<file path="src/rtl/player1_recorder.sv">
// -----------------------------------------------------------------------------
// player1_recorder
// Records player 1's secret code into the shared code RAM. Each symbol is built
// by shifting the (synchronized) player key into a shift register on every
// sample tick; a "next" press commits the symbol to the next RAM address and a
// "done" press (or a full memory) ends recording, leaving the symbol count on
// `length` for the player 2 side.
//
// Ports:
//   clock, resetn      system clock, asynchronous active-low reset
//   tick               one-cycle sample strobe
//   start              one-cycle pulse: begin (or restart) a recording
//   user_input         player key, active-low
//   next_input         commit key, active-low
//   done_input         finish key, active-low
//   ram_addr/ram_data  registered write address / data (data is 0 outside WRITE)
//   ram_wren           one-cycle write enable per commit
//   length             number of symbols written (0..DEPTH)
//   cur_symbol         live shift register contents
//   busy               high while recording or writing
//   recorded           high once recording has finished
// -----------------------------------------------------------------------------
module player1_recorder #(
   parameter int unsigned DEPTH = 32,
   parameter int unsigned SYM_W = 4
) (
   input  logic             clock,
   input  logic             resetn,
   input  logic             tick,
   input  logic             start,
   input  logic             user_input,
   input  logic             next_input,
   input  logic             done_input,
   output logic [4:0]       ram_addr,
   output logic [SYM_W-1:0] ram_data,
   output logic             ram_wren,
   output logic [5:0]       length,
   output logic [SYM_W-1:0] cur_symbol,
   output logic             busy,
   output logic             recorded
);

   localparam int unsigned AW = 5;
   localparam int unsigned LW = 6;
   localparam logic [AW-1:0] LAST_ADDR = AW'(DEPTH - 1);

   typedef enum logic [1:0] {
      IDLE   = 2'd0,
      RECORD = 2'd1,
      WRITE  = 2'd2,
      DONE   = 2'd3
   } state_t;

   state_t state, state_next;

   // Key synchronizers; bit 1 is the synchronized value.
   logic [1:0] user_sync, next_sync, done_sync;
   logic       next_prev, done_prev;
   logic       next_edge, done_edge;

   logic [AW-1:0]    wr_ptr;
   logic [SYM_W-1:0] sym;
   logic             pend;

   // Control strobes from the next-state logic.
   logic clear_all, do_shift, load_write, end_write, discard, pend_set;

   logic             pressed;
   logic [SYM_W-1:0] sym_shift;

   assign pressed    = ~user_sync[1];
   assign sym_shift  = {sym[SYM_W-2:0], pressed};
   assign cur_symbol = sym;

   // Two-flop synchronizers plus registered press-edge (1 -> 0) detection.
   always_ff @(posedge clock or negedge resetn) begin
      if (!resetn) begin
         user_sync <= 2'b11;
         next_sync <= 2'b11;
         done_sync <= 2'b11;
         next_prev <= 1'b1;
         done_prev <= 1'b1;
         next_edge <= 1'b0;
         done_edge <= 1'b0;
      end else begin
         user_sync <= {user_sync[0], user_input};
         next_sync <= {next_sync[0], next_input};
         done_sync <= {done_sync[0], done_input};
         next_prev <= next_sync[1];
         done_prev <= done_sync[1];
         next_edge <= next_prev & ~next_sync[1];
         done_edge <= done_prev & ~done_sync[1];
      end
   end

   // State register.
   always_ff @(posedge clock or negedge resetn) begin
      if (!resetn) state <= IDLE;
      else         state <= state_next;
   end

   // Next-state and control decode.
   always_comb begin
      state_next = state;
      clear_all  = 1'b0;
      do_shift   = 1'b0;
      load_write = 1'b0;
      end_write  = 1'b0;
      discard    = 1'b0;
      pend_set   = 1'b0;

      if (start) begin
         // Start restarts from any state; a write already on the bus stands.
         clear_all  = 1'b1;
         state_next = RECORD;
      end else begin
         case (state)
            RECORD: begin
               do_shift = tick;
               if (next_edge) begin
                  load_write = 1'b1;
                  pend_set   = done_edge;
                  state_next = WRITE;
               end else if (done_edge) begin
                  discard    = 1'b1;
                  state_next = DONE;
               end
            end
            WRITE: begin
               end_write = 1'b1;
               if (pend || done_edge || (wr_ptr == LAST_ADDR)) state_next = DONE;
               else                                          state_next = RECORD;
            end
            default: ;
         endcase
      end
   end

   // Datapath and registered outputs.
   always_ff @(posedge clock or negedge resetn) begin
      if (!resetn) begin
         wr_ptr   <= '0;
         length   <= '0;
         sym      <= '0;
         pend     <= 1'b0;
         ram_addr <= '0;
         ram_data <= '0;
         ram_wren <= 1'b0;
         busy     <= 1'b0;
         recorded <= 1'b0;
      end else begin
         ram_wren <= 1'b0;
         ram_data <= '0;
         busy     <= (state_next == RECORD) || (state_next == WRITE);
         recorded <= (state_next == DONE);
         if (clear_all) begin
            wr_ptr   <= '0;
            length   <= '0;
            sym      <= '0;
            pend     <= 1'b0;
            ram_addr <= '0;
         end else begin
            if (do_shift) sym <= sym_shift;
            // Tick in the commit cycle is applied before the symbol is written.
            if (load_write) begin
               ram_wren <= 1'b1;
               ram_addr <= wr_ptr;
               ram_data <= do_shift ? sym_shift : sym;
            end
            if (pend_set) pend <= 1'b1;
            if (discard)  sym  <= '0;
            if (end_write) begin
               wr_ptr <= AW'(wr_ptr + AW'(1));
               length <= LW'(length + LW'(1));
               sym    <= '0;
               pend   <= 1'b0;
            end
         end
      end
   end

endmodule

</file>
<file path="config.mk">
export PLATFORM = sky130hd
export DESIGN_NAME = player1_recorder
export DESIGN_NICKNAME = d
export VERILOG_FILES = /design/src/rtl/player1_recorder.sv
export SDC_FILE = /design/constraint.sdc
export NUM_CORES = 1
export LEC_CHECK = 0
export ABC_AREA = 1
export CAP_MARGIN = 20
export CORE_MARGIN = 5
export CORE_UTILIZATION = 51
export DETAILED_ROUTE_END_ITERATION = 8
export GPL_TIMING_DRIVEN = 0
export PLACE_DENSITY = 0.78
export SLEW_MARGIN = 10
export SYNTH_ARGS = -nofsm -noshare
export SYNTH_HDL_FRONTEND = slang
export SYNTH_SLANG_ARGS = --single-unit
</file>
<file path="constraint.sdc">
create_clock -name clock -period 2.2 [get_ports clock]
set_input_delay 0.22 -clock clock [delete_from_list [all_inputs] [get_ports clock]]
set_output_delay 0.22 -clock clock [all_outputs]
set_load 0.01 [all_outputs]
</file>
Yosys cells after proc, flatten, opt, wreduce, memory -nomap -nowiden
Index checks and enable logic that the tools add are counted.
- register bits: 40
- output and inout port bits: 22
- add/subtract/negate cells: 2
- eq/ne operators: 6
- multiplexer cells: 37
- bitwise gates (word level): 5
- reductions and logical operators: 6
- operator list (operator ; number):
    $mux 4 ; 6
    $mux 1 ; 20
    $mux 5 ; 4
    $mux 6 ; 2
    $mux 2 ; 4
    $add 6x1->6 const B ; 1
    $eq 2x2->1 const B ; 3
    $add 5x1->5 const B ; 1
    $eq 5x5->1 const B ; 1
    $eq 2x1->1 const B ; 2
    $pmux 2 s2 ; 1
    $reduce_bool 2->1 ; 2
    $logic_or 1x1->1 ; 3
    $not 1->1 ; 3
    $reduce_bool 3->1 ; 1
    $and 1x1->1 ; 2

Longest topological paths before layout
Gate-level depths: netlist of run 1.
- depth in word-level cells: 7
- mapped depth: 11
- gate-level depth less buffers: 11

Worst setup path after synthesis of run 1
OpenSTA, ideal clock, no wires.
- kind: reg-to-reg
- start point: register state[1]
- end point: register busy
- arrival: 1432 ps
- slack: 642 ps
- stages on the path, launching flop included: 8
- path buffers: 0
- path through: dfrtp_1 inv_1 ha_1 nand2_1 o21ai_2 o21ai_1 o21ai_0 ha_1
- elaborated cells on any way between the ends: 9
- classes of those cells: 4 x eq/ne; 4 x mux; 1 x reduce/logical
- RTL lines (element ; line ; source):
    start: declaration ; 54 ; state_t state, state_next;
    start signal: assignment ; 99 ; else state <= state_next;
    $eq 2x2->1 / $eq 2x1->1 (equally long branches) ; 117 ; case (state)
    $pmux 2 s2 (*) ; 117 ;
    $mux 2 (*) ; 112 ; if (start) begin
    via state_next[0] ; 54 ;
    $eq 2x1->1 / $eq 2x2->1 (equally long branches) ; 154 ; busy <= (state_next == RECORD) || (state_next == WRITE);
    $logic_or 1x1->1 (*) ; 154 ;
    end signal: assignment ; 154 ;
    end: declaration ; 39 ; output logic busy,
Mark *: on every way through the listed nets, which the timed path passes. The rest lies on a longest branch.
A chain may end at the register's enable or synchronous reset.

Final worst setup path of run 1
Same ends and word-level chain as after synthesis.

==> reports/results.ini, run 1 <==
[power_and_ir_drop]
p_seq_frac = 0.497
power.leakage_nw = 0.9604
power_density_nw_per_um2 = 808.3
p_int_w = 0.001199
power.switching_w = 0.0004729
switching_share = 0.2829
finalPower_w = 0.001672
irDropWorstVdd_mv = 0.6908
power.share.combinational = 0.224
pwr-share-clk = 0.278

[setup_path]
crit_required_ns = 2.43
timing.rr.end = busy
cp_max_fo = 5
reg2reg_from = state[1]
r2r_cells = 7
critPathArrivalTime_ns = 2.03
setup.worst_path.end = busy
cp-end-kind = flip-flop
cp-startpoint = state[1]
path_class = flip-flop to flip-flop
reg2reg_slack_ns = 0.40
cp-start-kind = flip-flop

[run]
max-cap-violations = 0

[timing]
fin_crit_ns = 1.800
maxSlewHeadroom = 0.6767
fmax_mhz = 555.6
finalClockSkew_ns = 0.01275
slew_violations = 0
setup_slack_ns = 0.4000
finalSetupTns_ns = 0
rsz0062_at_grt = false
fin_crit_sh = 0.8182
tightestPinTransition_ns = 0.4850
setup-violations-final = 0
hold_viol_final = 0

[detailed_routing]
routed_wl_um = 2988
wire_per_inst_um = 12.40
vias_per_cell = 4.755
first_pass_iters = 4
drc_errors = 0
drt_iter0_drc = 71
vias = 1146
ant_nets = 0

[finish]
areaGrowthSynthToFinish_pct = 27.35
layout_commonest_cell = dfrtp_1
diodes = 0
final_cell_mix = 32 x dfrtp_1, 27 x clkdlybuf4s50_1, 25 x nor2_1
nets = 209
drive_gt1_frac = 0.1624

[grt]
grt_antenna_before_repair = 0
grt_max_degree = 22
grt_pass1_wl_um = 5388
overflow = 0
first_global_vias = 1197
gr-usage-all-layers = 0.1688

[floorplan]
dieHeight_um = 66.43
rows = 20
die_w_um = 66.43
core_area_sq_um = 3053
io_pins = 29
start_util = 0.5320
dieArea_sq_um = 4413

[placed_design]
pre_cts_slack_ns = 0.3150
port_buffers = 28
gp_congestion = 0.7424
post-dp-hpwl_um = 2302

[clock_tree]
cts_tree = done
post_cts_buffers = 0
numCtsBuffers = 5
cts_resized = 0
cts.sinks = 40
clk_path_buf_depth = 2
root_buffer = clkbuf_4
worstSkewPairLatency_ns = 0.35
clk_pin_slew_ns = 0.11
cts_max_level = 2
cts_hold_buf = 1

[synth]
netlist_instances = 159
syn_avg_cell_area_sq_um = 10.21
syn-num-nets = 172
post_synth_num_cell_types = 20
yosysWarnings = 0
syn_area_sq_um = 1624
seq_area_frac_synth = 0.6225
ys_ff_latch = 40

[min_path]
hold_path_class = input port to flip-flop
hold_depth = 1

[outcome]
run_status = finished, final reports clean

-- synth_stat cells (all sizes together) --
cell,count,area (sq um)
dfrtp,32,800.8
nor2,26,105.1
inv,23,86.34
nand2,22,90.09
nand3,13,77.58
o21ai,13,87.58
a21oi,9,52.55
dfstp,8,210.2
ha,6,75.07
nor3,4,20.02
buf,2,12.51
nand4,1,6.260
-- logic make-up (layout without fill, tap and decap cells) --
logic type,Yosys count,after routing,synth area share
AOI/OAI and AO/OA,22,22,0.08628
adders and majority gates,6,6,0.04622
DFF,40,40,0.6225
buffers and inverters,25,63,0.06087
and+or+nand+nor,66,66,0.1841
-- layout make-up --
class                   instances  area (sq um)
plain buffers                   2         12.51
repair buffers                 30         312.8
flip-flops and latches         40          1011
fillers                       263         984.7
multi-input cells              94         514.2
inverters                      23         86.33
clock buffers                   6         41.29
clock inverters                 2         35.03
well taps                      44         55.05
-- power groups by stage --
stage               logic, W  registers, W  clock network (W)
detailed placement  0.000377      0.000847                  0
CTS                 0.000381      0.000832           0.000483
finish              0.000375      0.000832           0.000465
global route        0.000423      0.000842           0.000518
floorplan           0.000208      0.000860                  0
global placement    0.000351      0.000843                  0
-- state kept, by name, summed over array words and instances, names as in the netlist, 2 cells and up --
signal	flops
done_sync	2
length	6
state	2
ram_addr	5
user_sync	2
ram_data	4
next_sync	2
wr_ptr	5
cur_symbol	4
-- how the worst min path moves through the flow --
stage,start,endpoint,slack (ns)
detailed placement,resetn,length[2],0.20
floorplan,resetn,busy,-0.08
global placement,user_sync[0],user_sync[1],0.35
CTS,user_input,user_sync[0],0.25
global route,user_input,user_sync[0],0.23
finish,done_input,done_sync[0],0.27
-- metrics by stage --
step                      utilization  hold slack [ns]  instances  cell area [sq um]
final                          0.6775           0.2705        241               2068
after global routing           0.6775           0.2348        241               2068
after CTS                      0.6775           0.2517        241               2068
after detailed placement       0.6492           0.2045        232               1982
after global placement         0.6418           0.3456        231               1959
after floorplan                     -         -0.07559        159               1624
-- worst max-delay path: stages (launching register included) --
cell and delay (ns):
dfrtp_1 0.40, inv_1 0.10, ha_1 0.33, nand2_1 0.11
o21ai_2 0.23, o21ai_1 0.11, o21ai_0 0.13, ha_1 0.28
-- metal layers --
| layer | GRT usage | vias up | routed length [um] |
|---|---|---|---|
| li1 | - | 579 | - |
| met3 | 0.04592 | 7 | 143 |
| met1 | 0.1921 | 538 | 1203 |
| met5 | 0 | - | 0 |
| met4 | 0.1066 | 0 | 85 |
| met2 | 0.2776 | 22 | 1556 |
(Power assumes the default switching activity.)
==> inputs of run 2 (changes only) <==
--- a/config.mk
+++ b/config.mk
@@ -8,10 +8,10 @@
 export ABC_AREA = 1
 export CAP_MARGIN = 20
 export CORE_MARGIN = 5
-export CORE_UTILIZATION = 51
+export CORE_UTILIZATION = 46
 export DETAILED_ROUTE_END_ITERATION = 8
 export GPL_TIMING_DRIVEN = 0
-export PLACE_DENSITY = 0.78
+export PLACE_DENSITY = 0.74
 export SLEW_MARGIN = 10
 export SYNTH_ARGS = -nofsm -noshare
 export SYNTH_HDL_FRONTEND = slang
==> constraint.sdc (replaced) <==
create_clock -name clock -period 1.6 [get_ports clock]
set_input_delay 0.16 -clock clock [delete_from_list [all_inputs] [get_ports clock]]
set_output_delay 0.16 -clock clock [all_outputs]
set_load 0.01 [all_outputs]
==> run 2 against run 1 <==
Against the previous run:
- the flow now finishes with violations (setup timing)
- critical endpoint unchanged
- largest power group unchanged
- fmax grew 10%
- register-to-register slack got worse by 0.43 ns
- global-route usage is 2.7 points lower
- largest cell class unchanged
- cell area is 4.4% higher
- power rose by 39%
- first-iteration DRC count fell by 30%
- sequential cell count stayed put
- setup slack worse by 0.43 ns
- sequential share of layout area fell by 2.0 points
- combinational power rose by 72%
==> reports/results.ini, run 2 (same netlist as run 1, synthesis figures left out) <==
[outcome]
run_status = complete, but fails checks
violations = setup timing

[setup_path]
critPathTopFamily = adder cells
cp_max_fo = 2
crit_top_cell = nand2_1
r2r_cells = 11
cp-start-kind = flip-flop
critPathBufInv = 2
crit_path_max_incr_delay_ns = 0.42
critPathSlowestCell = dfrtp_1
crit_cells = 11
crit_required_ns = 1.85
cp-end-kind = flip-flop
critPathArrivalTime_ns = 1.88
path_class = flip-flop to flip-flop
crit_chain = ha_2, inv_2, nor3_2, ha_2, nor2_1, nand2_1, nand2_1, nand3_1, nand2_1, inv_2, ha_4

[clock_tree]
cts_max_level = 2
root_buffer = clkbuf_4
cts_tree = done
numCtsBuffers = 5
clk_path_buf_depth = 2
cts.sinks = 40
worstSkewPairLatency_ns = 0.34
clk_pin_slew_ns = 0.11

[timing]
rsz0062_at_grt = true
fin_crit_ns = 1.629
maxSlewHeadroom = 0.6853
hold_viol_final = 0
tightestPinTransition_ns = 0.4721
fin_crit_sh = 1.018
setup-violations-final = 1
setup_slack_ns = -0.02946
slew_violations = 0
finalClockSkew_ns = 0.004955
fmax_mhz = 613.7

[power_and_ir_drop]
irDropWorstVdd_mv = 0.6786
power.leakage_nw = 0.9737
power_density_nw_per_um2 = 1077

[floorplan]
core_area_sq_um = 3390
die_w_um = 69.42
io_pins = 29
start_util = 0.4791
rows = 21
dieHeight_um = 69.42
dieArea_sq_um = 4819

[grt]
first_global_vias = 1274
grt_antenna_before_repair = 0
gr-usage-all-layers = 0.1420
grt_max_degree = 22
overflow = 0
grt_pass1_wl_um = 5582

[finish]
areaGrowthSynthToFinish_pct = 32.90
nFillCells = 287
final-seq-area_sq_um = 1011
final_cell_mix = 32 x dfrtp_1, 27 x clkdlybuf4s50_1, 24 x nor2_1
nets = 215
fin_area_sq_um = 2158
largest_register_ffs = 6
layout_commonest_cell = dfrtp_1
regMostFlops = length
diodes = 0
final_core_util = 0.6368
drive_gt1_frac = 0.2365
top_regs = length: 6 flops, ram_addr: 5 flops, wr_ptr: 5 flops
multi_input_area_sq_um = 570.5

[placed_design]
gp_congestion = 0.7476
pre_cts_slack_ns = -0.2369
place_area_sq_um = 1984
port_buffers = 28
post-dp-hpwl_um = 2128

[detailed_routing]
wire_per_inst_um = 12.22
first_pass_iters = 4
ant_nets = 0
vias = 1231
drc_errors = 0
vias_per_cell = 4.944
drt_iter0_drc = 50
routed_wl_um = 3043

[min_path]
hold_depth = 1
hold_path_class = input port to flip-flop

[run]
max-cap-violations = 0

run 2: cell types whose count changed in the layout (fill, tap and decap cells not counted), sizes merged:
cell      delta
clkbuf       +1
clkinvlp     +1
buf          +6
clkinv       -1
bufinv       -1
run 2: worst paths after layout:
| path | from | end | slack (ns) |
|---|---|---|---|
| max | wr_ptr[0] | busy | -0.03 |
| min | next_input | next_sync[0] | 0.21 |
| max reg2reg | wr_ptr[0] | busy | -0.03 |
| min reg2reg | user_sync[0] | user_sync[1] | 0.36 |
| max in group asynchronous | resetn | done_prev | 0.77 |
| min in group asynchronous | resetn | ram_data[1] | 0.30 |
run 2: timing repair:
| item | CTS | global route |
|---|---|---|
| setup endpoints to repair | 2 | 2 |
| pin swaps | 2 | 6 |
| endpoints found under the hold margin | 19 | 0 |
| hold buffers | 1 | 0 |
| setup buffers | 3 | 3 |
| resized for setup | 9 | 5 |
run 2: per-layer routing:
layer / vias to the layer above / global-route usage / part of all wire
met4: 0 / 0.07158 / 0.026
met5: - / 0 / 0
met3: 8 / 0.03768 / 0.049
met1: 598 / 0.1562 / 0.40
li1: 593 / - / -
met2: 32 / 0.2500 / 0.52
run 2: layout make-up:
cell class | count | share of cell area
well taps | 46 | 0.02667
inverters | 23 | 0.04000
repair buffers | 36 | 0.1658
plain buffers | 2 | 0.005797
clock buffers | 7 | 0.02551
flip-flops and latches | 40 | 0.4684
clock inverters | 1 | 0.003478
multi-input cells | 94 | 0.2643
run 2: through the flow:
| step | std cells | setup TNS [ns] | power [W] | hold WS, ns |
|---|---|---|---|---|
| floorplan | 159 | 0 | 0.001468 | -0.1356 |
| global placement | 233 | -17.53 | 0.001648 | 0.3466 |
| detailed placement | 234 | -0.3783 | 0.001675 | 0.1411 |
| CTS | 246 | -0.02017 | 0.002275 | 0.1917 |
| global route | 249 | -0.1050 | 0.002475 | 0.1737 |
| finish | 249 | -0.02946 | 0.002324 | 0.2087 |
run 2: report_power, final:
part / leakage [nW] / switching, W / internal, W / total, W
clock network: 0.0315 / 0.000320 / 0.000215 / 0.000535
registers: 0.519 / 0.0000386 / 0.00110 / 0.00114
logic: 0.423 / 0.000359 / 0.000287 / 0.000646
